==> src/rtl/pll_lock_monitor.sv <==
// PLL lock monitor: synchronizes the asynchronous PLL LOCK signal, requires
// STABLE_CYCLES consecutive locked cycles before releasing the downstream
// reset, and drops the reset with a one-cycle lock_lost pulse when lock is lost.
// Optional feature: define LOCK_LOSS_CNT_EN to add loss_clr / loss_count, a
// saturating 8-bit count of lock_lost pulses.
module pll_lock_monitor #(
   parameter int unsigned STABLE_CYCLES = 1024
) (
   input  logic       clkin,
   input  logic       rstn,
   input  logic       pll_locked,
`ifdef LOCK_LOSS_CNT_EN
   input  logic       loss_clr,
   output logic [7:0] loss_count,
`endif
   output logic       sys_rstn,
   output logic       lock_ok,
   output logic       lock_lost,
   output logic [1:0] state
);

   localparam int unsigned CntW = $clog2(STABLE_CYCLES + 1);
   localparam logic [CntW-1:0] CntLast = CntW'(STABLE_CYCLES - 1);

   typedef enum logic [1:0] {
      StWaitLock = 2'b00,
      StStable   = 2'b01,
      StRun      = 2'b10,
      StUnused   = 2'b11
   } state_e;

   logic            sync1_q, sync2_q;
   state_e          state_q, state_d;
   logic [CntW-1:0] cnt_q, cnt_d;
   logic            sys_rstn_q, lock_ok_q, lock_lost_q;
   logic            run_d, lost_d;

   // Two-flop synchronizer; the only place pll_locked is sampled.
   always_ff @(posedge clkin or negedge rstn) begin
      if (!rstn) begin
         sync1_q <= 1'b0;
         sync2_q <= 1'b0;
      end else begin
         sync1_q <= pll_locked;
         sync2_q <= sync1_q;
      end
   end

   // Next-state logic: qualify lock for STABLE_CYCLES cycles, drop out on any loss.
   always_comb begin
      state_d = state_q;
      cnt_d   = cnt_q;
      lost_d  = 1'b0;
      case (state_q)
         StWaitLock: begin
            cnt_d = '0;
            if (sync2_q) state_d = StStable;
         end
         StStable: begin
            if (!sync2_q) begin
               state_d = StWaitLock;
               cnt_d   = '0;
            end else if (cnt_q == CntLast) begin
               state_d = StRun;
               cnt_d   = '0;
            end else begin
               cnt_d = cnt_q + CntW'(1);
            end
         end
         StRun: begin
            if (!sync2_q) begin
               state_d = StWaitLock;
               lost_d  = 1'b1;
            end
         end
         default: begin
            state_d = StWaitLock;
            cnt_d   = '0;
         end
      endcase
      // Outputs are registered from the next state so they change with the FSM.
      run_d = (state_d == StRun);
   end

   // State, counter and registered outputs.
   always_ff @(posedge clkin or negedge rstn) begin
      if (!rstn) begin
         state_q     <= StWaitLock;
         cnt_q       <= '0;
         sys_rstn_q  <= 1'b0;
         lock_ok_q   <= 1'b0;
         lock_lost_q <= 1'b0;
      end else begin
         state_q     <= state_d;
         cnt_q       <= cnt_d;
         sys_rstn_q  <= run_d;
         lock_ok_q   <= run_d;
         lock_lost_q <= lost_d;
      end
   end

   assign sys_rstn  = sys_rstn_q;
   assign lock_ok   = lock_ok_q;
   assign lock_lost = lock_lost_q;
   assign state     = state_q;

`ifdef LOCK_LOSS_CNT_EN
   logic [7:0] loss_count_q;

   // Saturating loss counter; a clear coinciding with a pulse keeps that pulse.
   always_ff @(posedge clkin or negedge rstn) begin
      if (!rstn) begin
         loss_count_q <= 8'd0;
      end else if (loss_clr) begin
         loss_count_q <= lock_lost_q ? 8'd1 : 8'd0;
      end else if (lock_lost_q && (loss_count_q != 8'hff)) begin
         loss_count_q <= loss_count_q + 8'd1;
      end
   end

   assign loss_count = loss_count_q;
`endif

endmodule

==> config.mk <==
export PLATFORM = sky130hd
export DESIGN_NAME = pll_lock_monitor
export DESIGN_NICKNAME = d
export VERILOG_FILES = /design/src/rtl/pll_lock_monitor.sv
export SDC_FILE = /design/constraint.sdc
export NUM_CORES = 1
export LEC_CHECK = 0
export ABC_CLOCK_PERIOD_IN_PS = 2300
export BUFFER_PORTS_ARGS = -buffer_cell sky130_fd_sc_hd__buf_2
export CAP_MARGIN = 0
export CORE_MARGIN = 2
export CORE_UTILIZATION = 58
export CTS_CLUSTER_SIZE = 16
export DETAILED_ROUTE_END_ITERATION = 12
export PLACE_DENSITY = 0.78
export SLEW_MARGIN = 30
export SYNTH_ARGS = -nofsm -noshare
export SYNTH_HDL_FRONTEND = slang
export SYNTH_SLANG_ARGS = --single-unit
==> constraint.sdc <==
create_clock -name clkin -period 2.3 [get_ports clkin]
set_input_delay 0.115 -clock clkin [delete_from_list [all_inputs] [get_ports clkin]]
set_output_delay 0.115 -clock clkin [all_outputs]
set_load 0.005 [all_outputs]
Yosys cells after proc, flatten, opt, wreduce, memory -nomap -nowiden
Cells that the tools add are included.
{"block": "totals", "ff_bits": 17, "in_bits": 3, "output_inout_bits": 5, "wordCells": 22}
{"block": "classes", "reduce_logical": 1, "addsub": 1, "n_eq_ne": 4, "mux": 10}
{"op": "$mux W11", "count": 2}
{"op": "$pmux W11 S2", "count": 1}
{"op": "$add A11 B1 Y11 const B", "count": 1}
{"op": "$eq A11 B10 Y1 const B", "count": 1}
{"op": "$mux W2", "count": 4}
{"op": "$pmux W2 S3", "count": 1}
{"op": "$eq A2 B2 Y1 const B", "count": 2}
{"op": "$eq A2 B1 Y1 const B", "count": 1}
{"op": "$logic_not A2 Y1", "count": 1}
{"op": "$mux W1", "count": 2}

Logic depth before layout (Yosys ltp)
Gate-level depths: netlist (run 1).
{"block": "logic_depth", "depth_word": 5, "ltp_mapped": 5}

Least setup slack after synthesis (run 1)
No wires, ideal clock.
{"block": "synth_path", "path_kind": "register to register", "from": "register cnt_q[0]", "to": "register cnt_q[6]", "arrival_ns": 1.283, "path_buffers": 0, "slack_ns": 0.907, "stages_incl_launch_ff": 6, "required_ns": 2.190, "cell_sequence": "dfrtp_1 > ha_1 > and3_2 > nand4_4 > nand2_2 > o41ai_1"}
{"block": "synth_via", "elab_chain_cells": 4, "elab_cells_between_ends": 5}
{"item": "start: declaration", "line_no": "34", "text": "logic [CntW-1:0] cnt_q, cnt_d;"}
{"item": "start signal: assignment", "line_no": "95", "text": "cnt_q <= cnt_d;"}
{"item": "$add A11 B1 Y11 or $eq A11 B10 Y1 (tied branches)", "line_no": "67, 63"}
{"item": "$mux W11 *", "line_no": "63", "text": "end else if (cnt_q == CntLast) begin"}
{"item": "$mux W11 *", "line_no": "60", "text": "if (!sync2_q) begin"}
{"item": "$pmux W11 S2 *", "line_no": "54", "text": "case (state_q)"}
Every way passes the cells marked *; elsewhere a longest branch is shown, timed or not.
A chain may end at the register's enable or synchronous reset.

Worst setup path after layout (run 1)
Ends and elaborated chain as after synthesis.

==> impl_metrics.ini, run 1 <==
[setup_path]
crit_buf_inv = 0
startpoint_type = flop
critPathMaxFanout = 7
crit_path_end_kind = flop
cp_slowest_cell = dfrtp_1
crit_type = reg -> reg
critical-path-top-delay-family = simple AND/OR/NAND/NOR gates
rrSetupSlack_ps = 740
crit_path_max_incr_delay_ps = 410
arrival_ps = 1740
cp_cell_sequence = ha_1, and3_2, nand4_4, nand2_2, o41ai_1
required_ps = 2480

[global_routing]
grtUsageTotal_pct = 20.0
use_met3_pct = 2.55
grt_overflow = 0
grt_pass1_wl_mm = 2.76
grt_max_degree = 18
grt_use_met1_pct = 33.4
met2_usage_pct = 25.2
grt_pass1_vias = 588
grt-busiest-layer = met1
antenna_found_initial = 0

[timing]
hold_slack_ps = 258
finalHoldViolCount = 0
setup_ws_ps = 742
final.period_utilization_pct = 67.7
setup_tns_ps = 0
setup_viol = 0
relSlewSlack_pct = 75.0
fmaxAchievable_mhz = 642
finalClockSkew_ps = 0.813
min_period_ps = 1560
rsz0062_at_grt = false
drv_slew = 0
tightest_slew_ps = 375

[floorplanning]
die_h_um = 42.9
die_area_sq_mm = 0.00184
coreArea_sq_mm = 0.00147
rows = 14
ios = 8
start_util_pct = 59.8
die_w_um = 42.9

[logic_synthesis]
synth_area_leaders = dfrtp_1, nand4_4, nand3_1
yosysTopAreaCell = dfrtp_1
synth_most_common_cell = dfrtp_1
syn_area_per_cell_sq_um = 10.7
mappedNetlistArea_sq_um = 880
synthFlopType = dfrtp_1
synthesis.nets = 86
synth_top_cell_area_share_pct = 48.4
yosys_register_bits = 17
synth-edff-count = 0
netlist_instances = 82
yosys_warnings = 0
ys_top_cells_by_count = dfrtp_1, nand2_1, nand3_1, o21ai_0
ys_types = 33
synthArstFlopShare_pct = 100
yosysSeqAreaShare_pct = 48.4

[hold_path]
hp-class = in -> async

[power_and_ir_drop]
leakage_nw = 0.431
vdd_ir_drop_max_mv = 0.460
power_density_mw_per_mm2 = 522
finalPower_uw = 491

[clock_network]
clock_latency_ps = 290
clkSlewWorstSetupHoldPaths_ps = 90
cts_resized = 0
root_buffer = clkbuf_4
tritoncts = built
htree_num_levels = 1
clk_path_buf_depth = 2
numCtsBuffers = 3
cts.sinks = 17

[final_layout]
fin_cells = 106
final_cell_area_sq_um = 941
syn_to_final_growth_pct = 6.97
utilization_pct = 63.9
num-nets-final = 95
insertedDiodeCount = 0
drive_above_1_share_pct = 20.0

[detailed_routing]
ant_nets = 0
drtIter0Drc = 26
post_drt_wl_per_cell_um = 14.0
num_vias = 654
drt-vias-per-instance = 6.17
routed_wirelength_mm = 1.49
firstDrtPassIters = 4
drc = 0

[placed_design]
port_buffers = 7
place_congestion = 0.823
dp_cells = 100
dp_slack_ps = 775
hpwl_mm = 1.01
placed_area_sq_um = 895

[outcome]
outcome = finished clean

[job]
cap_viol_max_count = 0
## placed cells by master (no fill, tap or decap), types with 2 or more instances in the layout
master	netlist	layout
a21oi_1	2	2
a31oi_1	3	3
and3_2	2	2
buf_2	2	7
clkbuf_4	0	3
dfrtp_1	17	17
dlygate4sd3_1	0	2
inv_1	2	2
nand2_1	7	7
nand3_1	6	6
nand4_1	3	3
nand4_4	2	2
nor2_1	2	2
nor2b_1	3	3
nor3b_1	3	3
o21a_1	2	2
o21ai_0	6	6
or3_1	2	2
## worst register-to-register path, delay by kind of cell, from the launching register on
family | cells | cell delay (ps)
AND/OR/NAND/NOR | 3 | 540
flip-flops | 1 | 410
AO/OA/AOI/OAI | 1 | 270
adder cells (fa/ha/maj) | 1 | 240
## state kept, by name (all words and copies together), names as in the netlist
register and flops:
lock_ok 1, state 2, lock_lost 1, sync2_q 1
cnt_q 11, sync1_q 1
## where the power goes
part           internal (mW)  leakage (nW)  switching [mW]
clock network         0.0675        0.0150          0.0928
registers              0.303         0.230         0.00398
logic                0.00951         0.186          0.0141
total                  0.380         0.431           0.111
## area by class of cell
cell class | instances | area (sq um)
clock buffer | 4 | 26.3
fill | 115 | 531
sequential | 17 | 425
timing repair buffer | 9 | 55.1
tap | 16 | 20.0
multi-input combinational | 58 | 407
inverter | 2 | 7.51
## path summary, 6_finish.rpt
path,endpoint,cells after the start,start
min in group clkin,sync2_q,0,sync1_q
max in group asynchronous,cnt_q[5],2,rstn
max reg2reg,cnt_q[6],5,cnt_q[0]
min,lock_lost,2,rstn
min reg2reg,sync2_q,0,sync1_q
max,cnt_q[6],5,cnt_q[0]
## cells by family after synthesis
family	count (synthesis)	share of synthesized area [%]
compound gates	18	12.9
xor+xnor	1	0.996
fa+ha+maj	1	1.42
buf+inv	7	5.41
flops	17	48.4
simple gates	38	30.9
## layer usage
metal	wire length [um]	up-vias
li1	-	319
met3	84	5
met4	34	0
met1	747	302
met5	0	-
met2	619	28
## what timing repair did
action,in CTS,in global routing
hold buffers,2,0
buffers inserted,0,0
endpoints found under the hold margin,18,0
No activity file was read; power rests on OpenSTA's default activity.
==> run 2: changes to the inputs <==
Settings changed: ABC_CLOCK_PERIOD_IN_PS 2300 to 1620, CORE_UTILIZATION 58 to 56, PLACE_DENSITY 0.78 to 0.76.
Clock period 2.3 ns to 1.62 ns, I/O delays scaled along.
==> run 2 against run 1 <==
Effect of this change: first-iteration DRC count increased by 62%; setup slack got worse by 640 ps; flip-flop and latch count unchanged; critical path depth unchanged; maximum frequency increased by 2.7%; core utilization increased by 0.26 points; critical path type unchanged; via count decreased by 2.3%; hold slack got worse by 35 ps; global-route usage decreased by 0.63 points; highest routed layer unchanged.
==> impl_metrics.ini, run 2 (synthesis gave the netlist of run 1 again) <==
[outcome]
outcome = finished clean

[setup_path]
cp_cell_sequence = ha_1, and3_2, nand4_4, nand2_2, o31ai_1
timing.rr.start = cnt_q[0]
startpoint = cnt_q[0]
rrSetupSlack_ps = 100
cp_slowest_cell = dfrtp_1
crit_buf_inv = 0
critPathMaxFanout = 7
rr_endpoint = cnt_q[4]
critical-path-top-delay-family = simple AND/OR/NAND/NOR gates
startpoint_type = flop
crit_path_end_kind = flop
arrival_ps = 1710
crit_path_max_incr_delay_ps = 410
required_ps = 1810
rr_worst_depth = 5
crit_type = reg -> reg

[final_layout]
largest_reg_flops = 11
max_flop_register = cnt_q
drive_above_1_share_pct = 22.0
insertedDiodeCount = 0
syn_to_final_growth_pct = 8.68
final_common_cell = dfrtp_1
num-nets-final = 96
final_cell_mix = dfrtp_1, nand2_1, buf_2

[timing]
rsz0062_at_grt = false
hold_slack_ps = 223
finalClockSkew_ps = 8.45
setup_viol = 0
min_period_ps = 1520
fmaxAchievable_mhz = 659
relSlewSlack_pct = 75.0
tightest_slew_ps = 375
drv_slew = 0
setup_tns_ps = 0
finalHoldViolCount = 0
final.period_utilization_pct = 93.6

[clock_network]
root_buffer = clkbuf_4
tritoncts = built
cts.sinks = 17
numCtsBuffers = 3
clkSlewWorstSetupHoldPaths_ps = 100
clk_path_buf_depth = 2
htree_num_levels = 1
clock_latency_ps = 290

[floorplanning]
die_h_um = 43.6
die_area_sq_mm = 0.00190
rows = 14
start_util_pct = 59.1
die_w_um = 43.6
coreArea_sq_mm = 0.00149
ios = 8

[detailed_routing]
post_drt_wl_per_cell_um = 14.6
firstDrtPassIters = 4
drtIter0Drc = 42
routed_wirelength_mm = 1.56
drt-vias-per-instance = 5.97
num_vias = 639
ant_nets = 0
drc = 0

[power_and_ir_drop]
intPower_uw = 539
netSwitchingPower_uw = 157
vdd_ir_drop_max_mv = 0.451
finalPower_uw = 696
leakage_nw = 0.442
power_density_mw_per_mm2 = 728
combPwrFrac_pct = 4.8
clkPwrFrac_pct = 32.5
swShare_pct = 22.5
power_frac_seq_pct = 62.6

[job]
cap_viol_max_count = 0

[global_routing]
grt_pass1_wl_mm = 2.75
grt_max_degree = 18
grt_pass1_vias = 591
antenna_found_initial = 0
grtUsageTotal_pct = 19.4
grt_overflow = 0

[placed_design]
port_buffers = 7
place_congestion = 0.853
hpwl_mm = 1.09

[hold_path]
hp-class = in -> async
==> run 2: metrics by stage <==
stage	std cells	area (sq um)	util [%]	setup slack, ps
floorplan	82	880	-	227
finish	107	956	64.2	103
CTS	107	948	63.7	67.7
global placement	101	902	60.6	150
global route	107	956	64.2	11.8
detailed placement	101	902	60.6	92.3
==> run 2: final cells by class <==
class                           count  area, sq um
Clock buffer                        4         26.3
Fill cell                         103          533
Tap cell                           16         20.0
Sequential cell                    17          425
Inverter                            2         7.51
Timing Repair Buffer               10         62.6
Multi-Input combinational cell     58          414
==> run 2: worst max-delay path by stage <==
stage / depth (start not counted) / to / slack (ps)
finish: 5 / cnt_q[4] / 100
CTS: 5 / cnt_q[6] / 70
global placement: 5 / cnt_q[6] / 150
detailed placement: 5 / cnt_q[6] / 90
global route: 5 / cnt_q[4] / 10
floorplan: 5 / cnt_q[6] / 230
==> run 2: power by group through the flow <==
stage / Sequential [mW] / Combinational (mW) / Clock (mW)
2_1_floorplan: 0.443 / 0.0157 / 0
3_3_place_gp: 0.444 / 0.0294 / 0
3_5_place_dp: 0.444 / 0.0297 / 0
4_1_cts: 0.436 / 0.0334 / 0.228
5_1_grt: 0.437 / 0.0381 / 0.244
6_report: 0.436 / 0.0337 / 0.226
==> run 2: layer usage <==
layer / up-vias / track usage [%] / wire length, um
met3: 4 / 2.50 / 67
met1: 298 / 28.6 / 775
li1: 319 / - / -
met4: 0 / 9.09 / 31
met5: - / 0 / 0
met2: 18 / 28.2 / 689
==> run 2: repair_timing <==
item,4_1_cts,5_1_grt
buffers inserted,0,0
hold endpoints to repair,18,0
setup endpoints to repair,0,1
resized for setup,0,1
hold buffers,2,0
